## config.mk

```make
export PLATFORM = sky130hd
export DESIGN_NAME = hcp_pipe_adder_flat
export DESIGN_NICKNAME = d
export VERILOG_FILES = /design/src/rtl/hcp_pipe_adder_if.sv /design/src/rtl/hcp_pipe_adder.sv /design/src/flat_wrapper.sv
export SDC_FILE = /design/constraint.sdc
export NUM_CORES = 1
export LEC_CHECK = 0
export ABC_AREA = 1
export ABC_CLOCK_PERIOD_IN_PS = 2070
export BUFFER_PORTS_ARGS = -buffer_cell sky130_fd_sc_hd__buf_2
export CORE_MARGIN = 4
export CORE_UTILIZATION = 40
export CTS_BUF_LIST = sky130_fd_sc_hd__clkbuf_4 sky130_fd_sc_hd__clkbuf_8
export CTS_CLUSTER_DIAMETER = 100
export CTS_CLUSTER_SIZE = 14
export DETAILED_ROUTE_END_ITERATION = 12
export PLACE_DENSITY = 0.63
export SLEW_MARGIN = 20
export SYNTH_ARGS = -nofsm -noshare
export SYNTH_HDL_FRONTEND = slang
export SYNTH_SLANG_ARGS = --single-unit
```

## constraint.sdc

```tcl
create_clock -name clk -period 2.07 [get_ports clk]
set_clock_uncertainty 0.05 [all_clocks]
set_input_delay 0.207 -clock clk [delete_from_list [all_inputs] [get_ports clk]]
set_output_delay 0.207 -clock clk [all_outputs]
set_load 0.005 [all_outputs]
```

## src/rtl/hcp_pipe_adder_if.sv

```systemverilog
// Handshake and data bundle for hcp_pipe_adder: the producer side drives
// operands and the consumer ready, the adder drives results and accept ready.
interface hcp_pipe_adder_if #(
    parameter int WIDTH = 16
);
    logic             in_valid;
    logic             in_ready;
    logic [WIDTH-1:0] x;
    logic [WIDTH-1:0] y;
    logic             sub;
    logic             out_valid;
    logic             out_ready;
    logic [WIDTH-1:0] op;
    logic             cout;
    logic             ovf;

    // Producer / consumer side (testbench or surrounding PE logic)
    modport master (
        output in_valid, x, y, sub, out_ready,
        input  in_ready, out_valid, op, cout, ovf
    );

    // Adder side
    modport slave (
        input  in_valid, x, y, sub, out_ready,
        output in_ready, out_valid, op, cout, ovf
    );
endinterface

```

## src/rtl/hcp_pipe_adder.sv

```systemverilog
// Segment-pipelined hybrid carry-propagate adder/subtractor.
// Each stage resolves SEG bits and registers its carry into the next stage;
// the last stage also forms cout/ovf and optionally saturates. All stages
// advance together on adv, so a full output with no taker freezes the pipe.
module hcp_pipe_adder #(
    parameter int WIDTH = 16,
    parameter int SEG   = 4,
    parameter int SAT   = 0
) (
    input  logic               clk,
    input  logic               rst_n,
    hcp_pipe_adder_if.slave    bus
);

    localparam int NSEG = WIDTH / SEG;
    localparam int NREG = (NSEG > 1) ? NSEG - 1 : 1;

    if ((SEG < 1) || (WIDTH % SEG != 0)) begin : g_bad_cfg
        $error("hcp_pipe_adder: WIDTH must be a non-zero multiple of SEG");
    end

    // Clamp to the signed extreme on the side the true result lies.
    // A wrapped result with MSB set means the true sum was positive.
    function automatic logic [WIDTH-1:0] saturate(
        input logic signed [WIDTH-1:0] r,
        input logic                    ovf
    );
        logic signed [WIDTH-1:0] res;
        res = r;
        if ((SAT != 0) && ovf) begin
            if (r[WIDTH-1]) res = {1'b0, {(WIDTH-1){1'b1}}};
            else            res = {1'b1, {(WIDTH-1){1'b0}}};
        end
        return res;
    endfunction

    logic             adv;
    logic [WIDTH-1:0] y_cond;

    // Inter-stage registers: stage k holds resolved bits [ (k+1)*SEG-1 : 0 ],
    // its carry out, and the full skewed operands for the stages still ahead.
    logic             vld_p [NREG];
    logic             c_p   [NREG];
    logic [WIDTH-1:0] res_p [NREG];
    logic [WIDTH-1:0] xs_p  [NREG];
    logic [WIDTH-1:0] ys_p  [NREG];

    // Output register set (final stage)
    logic             vld_out;
    logic [WIDTH-1:0] op_q;
    logic             cout_q;
    logic             ovf_q;

    assign adv    = ~vld_out | bus.out_ready;
    assign y_cond = bus.sub ? ~bus.y : bus.y;

    assign bus.in_ready  = adv;
    assign bus.out_valid = vld_out;
    assign bus.op        = op_q;
    assign bus.cout      = cout_q;
    assign bus.ovf       = ovf_q;

    for (genvar k = 0; k < NSEG; k++) begin : g_stage
        logic [SEG-1:0]   seg_x;
        logic [SEG-1:0]   seg_y;
        logic             c_in;
        logic             v_in;
        logic [WIDTH-1:0] res_in;
        logic [WIDTH-1:0] res_nxt;
        logic [SEG:0]     seg_sum;

        // ---- stage k inputs: port operands for stage 0, skew regs otherwise;
        // the subtract "+1" enters as the stage-0 carry-in
        if (k == 0) begin : g_src
            assign seg_x  = bus.x[SEG-1:0];
            assign seg_y  = y_cond[SEG-1:0];
            assign c_in   = bus.sub;
            assign v_in   = bus.in_valid;
            assign res_in = '0;
        end else begin : g_src
            assign seg_x  = xs_p[k-1][k*SEG +: SEG];
            assign seg_y  = ys_p[k-1][k*SEG +: SEG];
            assign c_in   = c_p[k-1];
            assign v_in   = vld_p[k-1];
            assign res_in = res_p[k-1];
        end

        assign seg_sum = {1'b0, seg_x} + {1'b0, seg_y} + {{SEG{1'b0}}, c_in};

        // Splice this stage's segment into the already-resolved lower bits
        always_comb begin
            res_nxt                  = res_in;
            res_nxt[k*SEG +: SEG]    = seg_sum[SEG-1:0];
        end

        if (k < NSEG - 1) begin : g_reg
            logic [WIDTH-1:0] x_src;
            logic [WIDTH-1:0] y_src;

            if (k == 0) begin : g_skw
                assign x_src = bus.x;
                assign y_src = y_cond;
            end else begin : g_skw
                assign x_src = xs_p[k-1];
                assign y_src = ys_p[k-1];
            end

            // ---- stage k -> k+1 boundary: carry, partial result, skewed operands
            always_ff @(posedge clk or negedge rst_n) begin
                if (!rst_n) begin
                    vld_p[k] <= 1'b0;
                    c_p[k]   <= 1'b0;
                    res_p[k] <= '0;
                    xs_p[k]  <= '0;
                    ys_p[k]  <= '0;
                end else if (adv) begin
                    vld_p[k] <= v_in;
                    c_p[k]   <= seg_sum[SEG];
                    res_p[k] <= res_nxt;
                    xs_p[k]  <= x_src;
                    ys_p[k]  <= y_src;
                end
            end
        end else begin : g_out
            logic c_msb;
            logic cout_nxt;
            logic ovf_nxt;

            // Carry into the MSB recovered from the MSB sum bit: s = a ^ b ^ c
            assign cout_nxt = seg_sum[SEG];
            assign c_msb    = seg_x[SEG-1] ^ seg_y[SEG-1] ^ seg_sum[SEG-1];
            assign ovf_nxt  = c_msb ^ cout_nxt;

            // ---- final stage -> output register (saturation lives only here)
            always_ff @(posedge clk or negedge rst_n) begin
                if (!rst_n) begin
                    vld_out <= 1'b0;
                    op_q    <= '0;
                    cout_q  <= 1'b0;
                    ovf_q   <= 1'b0;
                end else if (adv) begin
                    vld_out <= v_in;
                    op_q    <= saturate(res_nxt, ovf_nxt);
                    cout_q  <= cout_nxt;
                    ovf_q   <= ovf_nxt;
                end
            end
        end
    end

endmodule

```

## src/flat_wrapper.sv

```systemverilog
// flat-port wrapper written by rule: the top's interface ports become plain ports
module hcp_pipe_adder_flat 
#(
    parameter int WIDTH = 16,
    parameter int SEG   = 4,
    parameter int SAT   = 0
)
  (clk, rst_n, bus_in_valid, bus_x, bus_y, bus_sub, bus_out_ready, bus_in_ready, bus_out_valid, bus_op, bus_cout, bus_ovf);
  hcp_pipe_adder_if #(.WIDTH(WIDTH)) bus_i ();
  input  logic clk;
  input  logic rst_n;
  input wire logic [$bits(bus_i.in_valid)-1:0] bus_in_valid;
  input wire logic [$bits(bus_i.x)-1:0] bus_x;
  input wire logic [$bits(bus_i.y)-1:0] bus_y;
  input wire logic [$bits(bus_i.sub)-1:0] bus_sub;
  input wire logic [$bits(bus_i.out_ready)-1:0] bus_out_ready;
  output wire logic [$bits(bus_i.in_ready)-1:0] bus_in_ready;
  output wire logic [$bits(bus_i.out_valid)-1:0] bus_out_valid;
  output wire logic [$bits(bus_i.op)-1:0] bus_op;
  output wire logic [$bits(bus_i.cout)-1:0] bus_cout;
  output wire logic [$bits(bus_i.ovf)-1:0] bus_ovf;
  assign bus_i.in_valid = bus_in_valid;
  assign bus_i.x = bus_x;
  assign bus_i.y = bus_y;
  assign bus_i.sub = bus_sub;
  assign bus_i.out_ready = bus_out_ready;
  assign bus_in_ready = bus_i.in_ready;
  assign bus_out_valid = bus_i.out_valid;
  assign bus_op = bus_i.op;
  assign bus_cout = bus_i.cout;
  assign bus_ovf = bus_i.ovf;
  hcp_pipe_adder #(.WIDTH(WIDTH), .SEG(SEG), .SAT(SAT)) u_core (.clk(clk), .rst_n(rst_n), .bus(bus_i));
endmodule
```

Word-level counts from Yosys, hierarchy flattened
Cells that the tools add are included.
W data, S select, Z words.
{"block": "word_totals", "word_cells": 34, "ff_bits": 145}
{"block": "classes", "addsub": 8, "n_bitwise": 6, "n_mux": 1}
{"operator": "$add A4 B4 Y5", "n": 4}
{"operator": "$add A5 B1 Y5", "n": 4}
{"operator": "$mux W16", "n": 1}
{"operator": "$not A16 Y16", "n": 1}
{"operator": "$xor A1 B1 Y1", "n": 3}
{"operator": "$not A1 Y1", "n": 1}
{"operator": "$or A1 B1 Y1", "n": 1}

Depth between registers and ports, before layout
{"block": "logic_depth", "word_depth": 4, "ltp_mapped": 11, "mapped_depth_nobuf": 9}

Worst setup path after synthesis
Ideal clock, no wire load.
{"block": "synth_path", "kind": "reg-to-reg", "startpoint": "register u_core.c_p (netlist bit u_core.g_stage[3].c_in)", "endpoint": "register u_core.ovf_q, in the netlist u_core.bus.ovf", "arrival_time_ps": 1594, "setup_slack_ps": 308, "path_buffers": 0, "stages_incl_launch_ff": 9, "setup_ps": 118, "t_required_ps": 1902, "period_less_slack_ps": 1762, "path_cell_list": "dfrtp_1 > fa_1 > fa_1 > nand3_1 > nand3_1 > inv_1 > nand2_1 > nand3_1 > nand2_1"}
{"block": "synth_via", "elab_chain_len": 3}
{"element": "from (decl)", "line": "hcp_pipe_adder.sv:43", "source": "logic c_p [NREG];"}
{"element": "from (signal, indexed assignment)", "line": "hcp_pipe_adder.sv:118", "source": "c_p[k] <= seg_sum[SEG];"}
{"element": "$add A5 B1 Y5 (*)", "line": "hcp_pipe_adder.sv:88", "source": "assign seg_sum = {1'b0, seg_x} + {1'b0, seg_y} + {{SEG{1'b0}}, c_in};"}
{"element": "$xor A1 B1 Y1", "line": "hcp_pipe_adder.sv:131", "source": "assign c_msb = seg_x[SEG-1] ^ seg_y[SEG-1] ^ seg_sum[SEG-1];"}
{"element": "$xor A1 B1 Y1 (*)", "line": "hcp_pipe_adder.sv:132", "source": "assign ovf_nxt = c_msb ^ cout_nxt;"}
{"element": "to (signal assigned)", "line": "hcp_pipe_adder.sv:145", "source": "ovf_q <= ovf_nxt;"}
{"element": "to (decl)", "line": "hcp_pipe_adder.sv:52", "source": "logic ovf_q;"}
Every way passes the cells marked *; elsewhere a longest branch is shown, timed or not.
A chain may end at the register's enable or synchronous reset.

Final worst setup path
Same ends and word-level chain as after synthesis.

==> impl_metrics.csv <==
group,metric,value,unit
grt,grt_overflow,0,
synth,yosysTopAreaCell,"dfrtp_1",
critical_path,crit_path_cell_trace,"fa_1 -> fa_1 -> nand3_1 -> nand3_1 -> inv_1 -> nand2_1 -> nand3_1 -> nand2_1",
synth,avgSynthCellArea,9.27,um2
critical_path,worstSetupStartpoint,"u_core.g_stage[3].c_in",
floorplan,start_util,40.7,%
sta,finalCriticalPeriod,1.87,ns
synth,ys_types,22,
place,place_hpwl,5.40,mm
critical_path,critPathMaxStageDelay,0.47,ns
critical_path,critPathSlowestCell,"fa_1",
critical_path,critical_path_required,2.28,ns
cells_and_area,stdcell_area,5140,um2
sta,slew_headroom,69.3,%
clocking,cts_made_buffers,9,
grt,track_usage,13.0,%
detailed_routing,via_per_inst,4.52,
synth,yosysWarnings,0,
sta,fmaxAchievable,536,MHz
clocking,clock_path_buffers,2,
floorplan,num_io_pins,57,
critical_path,cp_num_buf_inv,1,
critical_path,critPathCaptureType,"flip-flop",
grt,grt_max_degree,92,
cells_and_area,diodes,0,
sta,worstMarginPinSlew,0.461,ns
critical_path,r2r-start,"u_core.g_stage[3].c_in",
critical_path,cpMostUsedCell,"nand3_1",
synth,syn_inst,474,
synth,synthTopCellsByArea,"dfrtp_1 55%, nand2_1 18%, ha_1 3.4%",
critical_path,crit_family,"adder cells",
sta,holdWs,0.0159,ns
critical_path,crit_type,"flip-flop to flip-flop",
detailed_routing,drc,0,
detailed_routing,drt_iter0_drc,153,
grt,grt_pass1_vias,2889,
clocking,cts_tree,"built",
cells_and_area,fin_nets,594,
clocking,cts.root.buffer_cell,"clkbuf_8",
cells_and_area,layout-drive-gt1-share,18.0,%
clocking,cts.sinks,97,
critical_path,cp-start-kind,"flip-flop",
pwr,p_total,7.08,mW
detailed_routing,route.antenna.remaining_nets,0,
floorplan,rows,38,
clocking,post_cts_resized,0,
floorplan,die_w,113,um
detailed_routing,wl,7.86,mm
place,place.gp.congestion,0.763,
cells_and_area,final_core_util,47.6,%
cells_and_area,fill_cells,1037,
critical_path,critPathMaxFanout,2,
synth,ys_seq_area_share,55.2,%
pwr,vdd_drop_max,0.552,mV
sta,slew_viol_final,0,
pwr,p_leak,2.69,nW
cells_and_area,layout_commonest_cell,"nand2_1",
synth,syn_area,4400,um2
flow_run,cap_viol_max_count,0,
sta,period_share,90.2,%
clocking,clkLatencyLatePin,0.36,ns
hold_path,hp-start,"bus_in_valid",
clocking,cts_htree_levels,3,
sta,setup_violations,0,
grt,antenna_found_initial,0,
place,placed_cell_area,4770,um2
cells_and_area,synthToLayoutAreaGrowth,16.9,%
synth,syn_nets,530,
hold_path,holdCritPathClass,"primary input to flip-flop",
sta,finalHoldViolCount,0,
floorplan,chipHeight,113,um
synth,synth_top_area_share,55.2,%
pwr,power.density,1380,nW/um2
detailed_routing,firstDrtPassIters,4,
outcome,status,"complete, no violations",
sta,rsz0062_at_grt,"false",
detailed_routing,num_vias,3089,
synth,synth-seq-cells,97,
detailed_routing,wl_per_cell,11.5,um
grt,grt_pass1_wl,13.6,mm
critical_path,cp.arrival,2.07,ns
critical_path,r2r_slack,0.20,ns
clocking,clk_pin_slew,0.09,ns
floorplan,die_area,12700,um2
floorplan,core-area,10800,um2
place,portBuffers,56,
sta,tns,0,ns
cells_and_area,layout_common_cells,"206 x nand2_1, 97 x dfrtp_1, 55 x buf_2",
[flip-flops by register name, summed over array words and instances (netlist names)]
name	cells
u_core.bus.ovf	1
u_core.g_stage.res_in	24
u_core.g_stage.seg_y	4
u_core.g_stage.g_reg.x_src	20
u_core.bus.op	16
u_core.bus.cout	1
u_core.g_stage.v_in	3
u_core.g_stage.g_reg.y_src	20
u_core.g_stage.seg_x	4
u_core.bus.out_valid	1
u_core.g_stage.c_in	3
[cell type report]
type                            count  area, um2  share of cell area, %
Timing Repair Buffer               76        503                   9.79
Tap cell                          140        175                   3.41
Clock inverter                      4       73.8                   1.44
Sequential cell                    97       2430                   47.2
Inverter                           33        126                   2.46
Clock buffer                       12        159                   3.09
Multi-Input combinational cell    321       1670                   32.6
[worst paths after layout]
| check | end | cells after the start |
|---|---|---|
| setup / recovery | u_core.bus.ovf | 8 |
| hold / removal | u_core.g_stage[1].v_in | 3 |
| setup reg to reg | u_core.bus.ovf | 8 |
| hold reg to reg | u_core.bus.out_valid | 2 |
| max in group asynchronous | u_core.g_stage[1].res_in[0] | 3 |
| min in group asynchronous | u_core.bus.op[4] | 2 |
[through the flow]
| step | instances | setup slack, ns |
|---|---|---|
| 6_report | 683 | 0.204 |
| 5_1_grt | 683 | 0.0438 |
| 4_1_cts | 683 | 0.186 |
| 3_5_place_dp | 654 | 0.194 |
| 3_3_place_gp | 654 | 0.234 |
| 2_1_floorplan | 474 | 0.308 |
[power by group]
| group | leakage [nW] | total, mW | internal (mW) | switching (mW) |
|---|---|---|---|---|
| clock | 0.120 | 1.39 | 0.763 | 0.625 |
| sequential | 1.17 | 3.18 | 2.73 | 0.453 |
| combinational | 1.40 | 2.51 | 1.07 | 1.44 |
| total | 2.69 | 7.08 | 4.56 | 2.52 |
[synth_stat cells]
cell      instances
nand2_1         206
dfrtp_1          97
inv_1            32
o21ai_0          30
o21ai_2          17
ha_1             12
nand3_1          11
xor2_1           11
clkbuf_1          9
nor2_1            9
buf_6             8
fa_1              7
a21oi_1           6
xnor2_1           6
buf_2             3
nand3b_1          3
buf_4             2
buf_8             1
inv_4             1
nand4_1           1
o31ai_1           1
or2_1             1
[kinds of logic after synthesis]
| logic type | share of synthesized area (%) |
|---|---|
| compound gates | 7.66 |
| simple gates | 20.4 |
| buf+inv | 6.72 |
| flops | 55.2 |
| xor+xnor | 3.39 |
| fa+ha+maj | 6.60 |
[layer usage]
layer / part of all wire, % / track usage, %
met1: 51 / 18.8
met2: 44 / 19.2
met3: 4.1 / 3.48
met4: 1.2 / 4.33
met5: 0 / 0
[worst register-to-register path, cell delays in order (launching register included)]
cell and delay (ns):
dfrtp_1 0.41, fa_1 0.47, fa_1 0.42, nand3_1 0.10, nand3_1 0.08, inv_1 0.07, nand2_1 0.05, nand3_1 0.05
nand2_1 0.06
[timing repair]
item                      in CTS  in global routing
setup buffers                  0                  0
hold endpoints to repair      46                  0
hold buffers                  13                  0
Power figures use the tool's default switching activity.
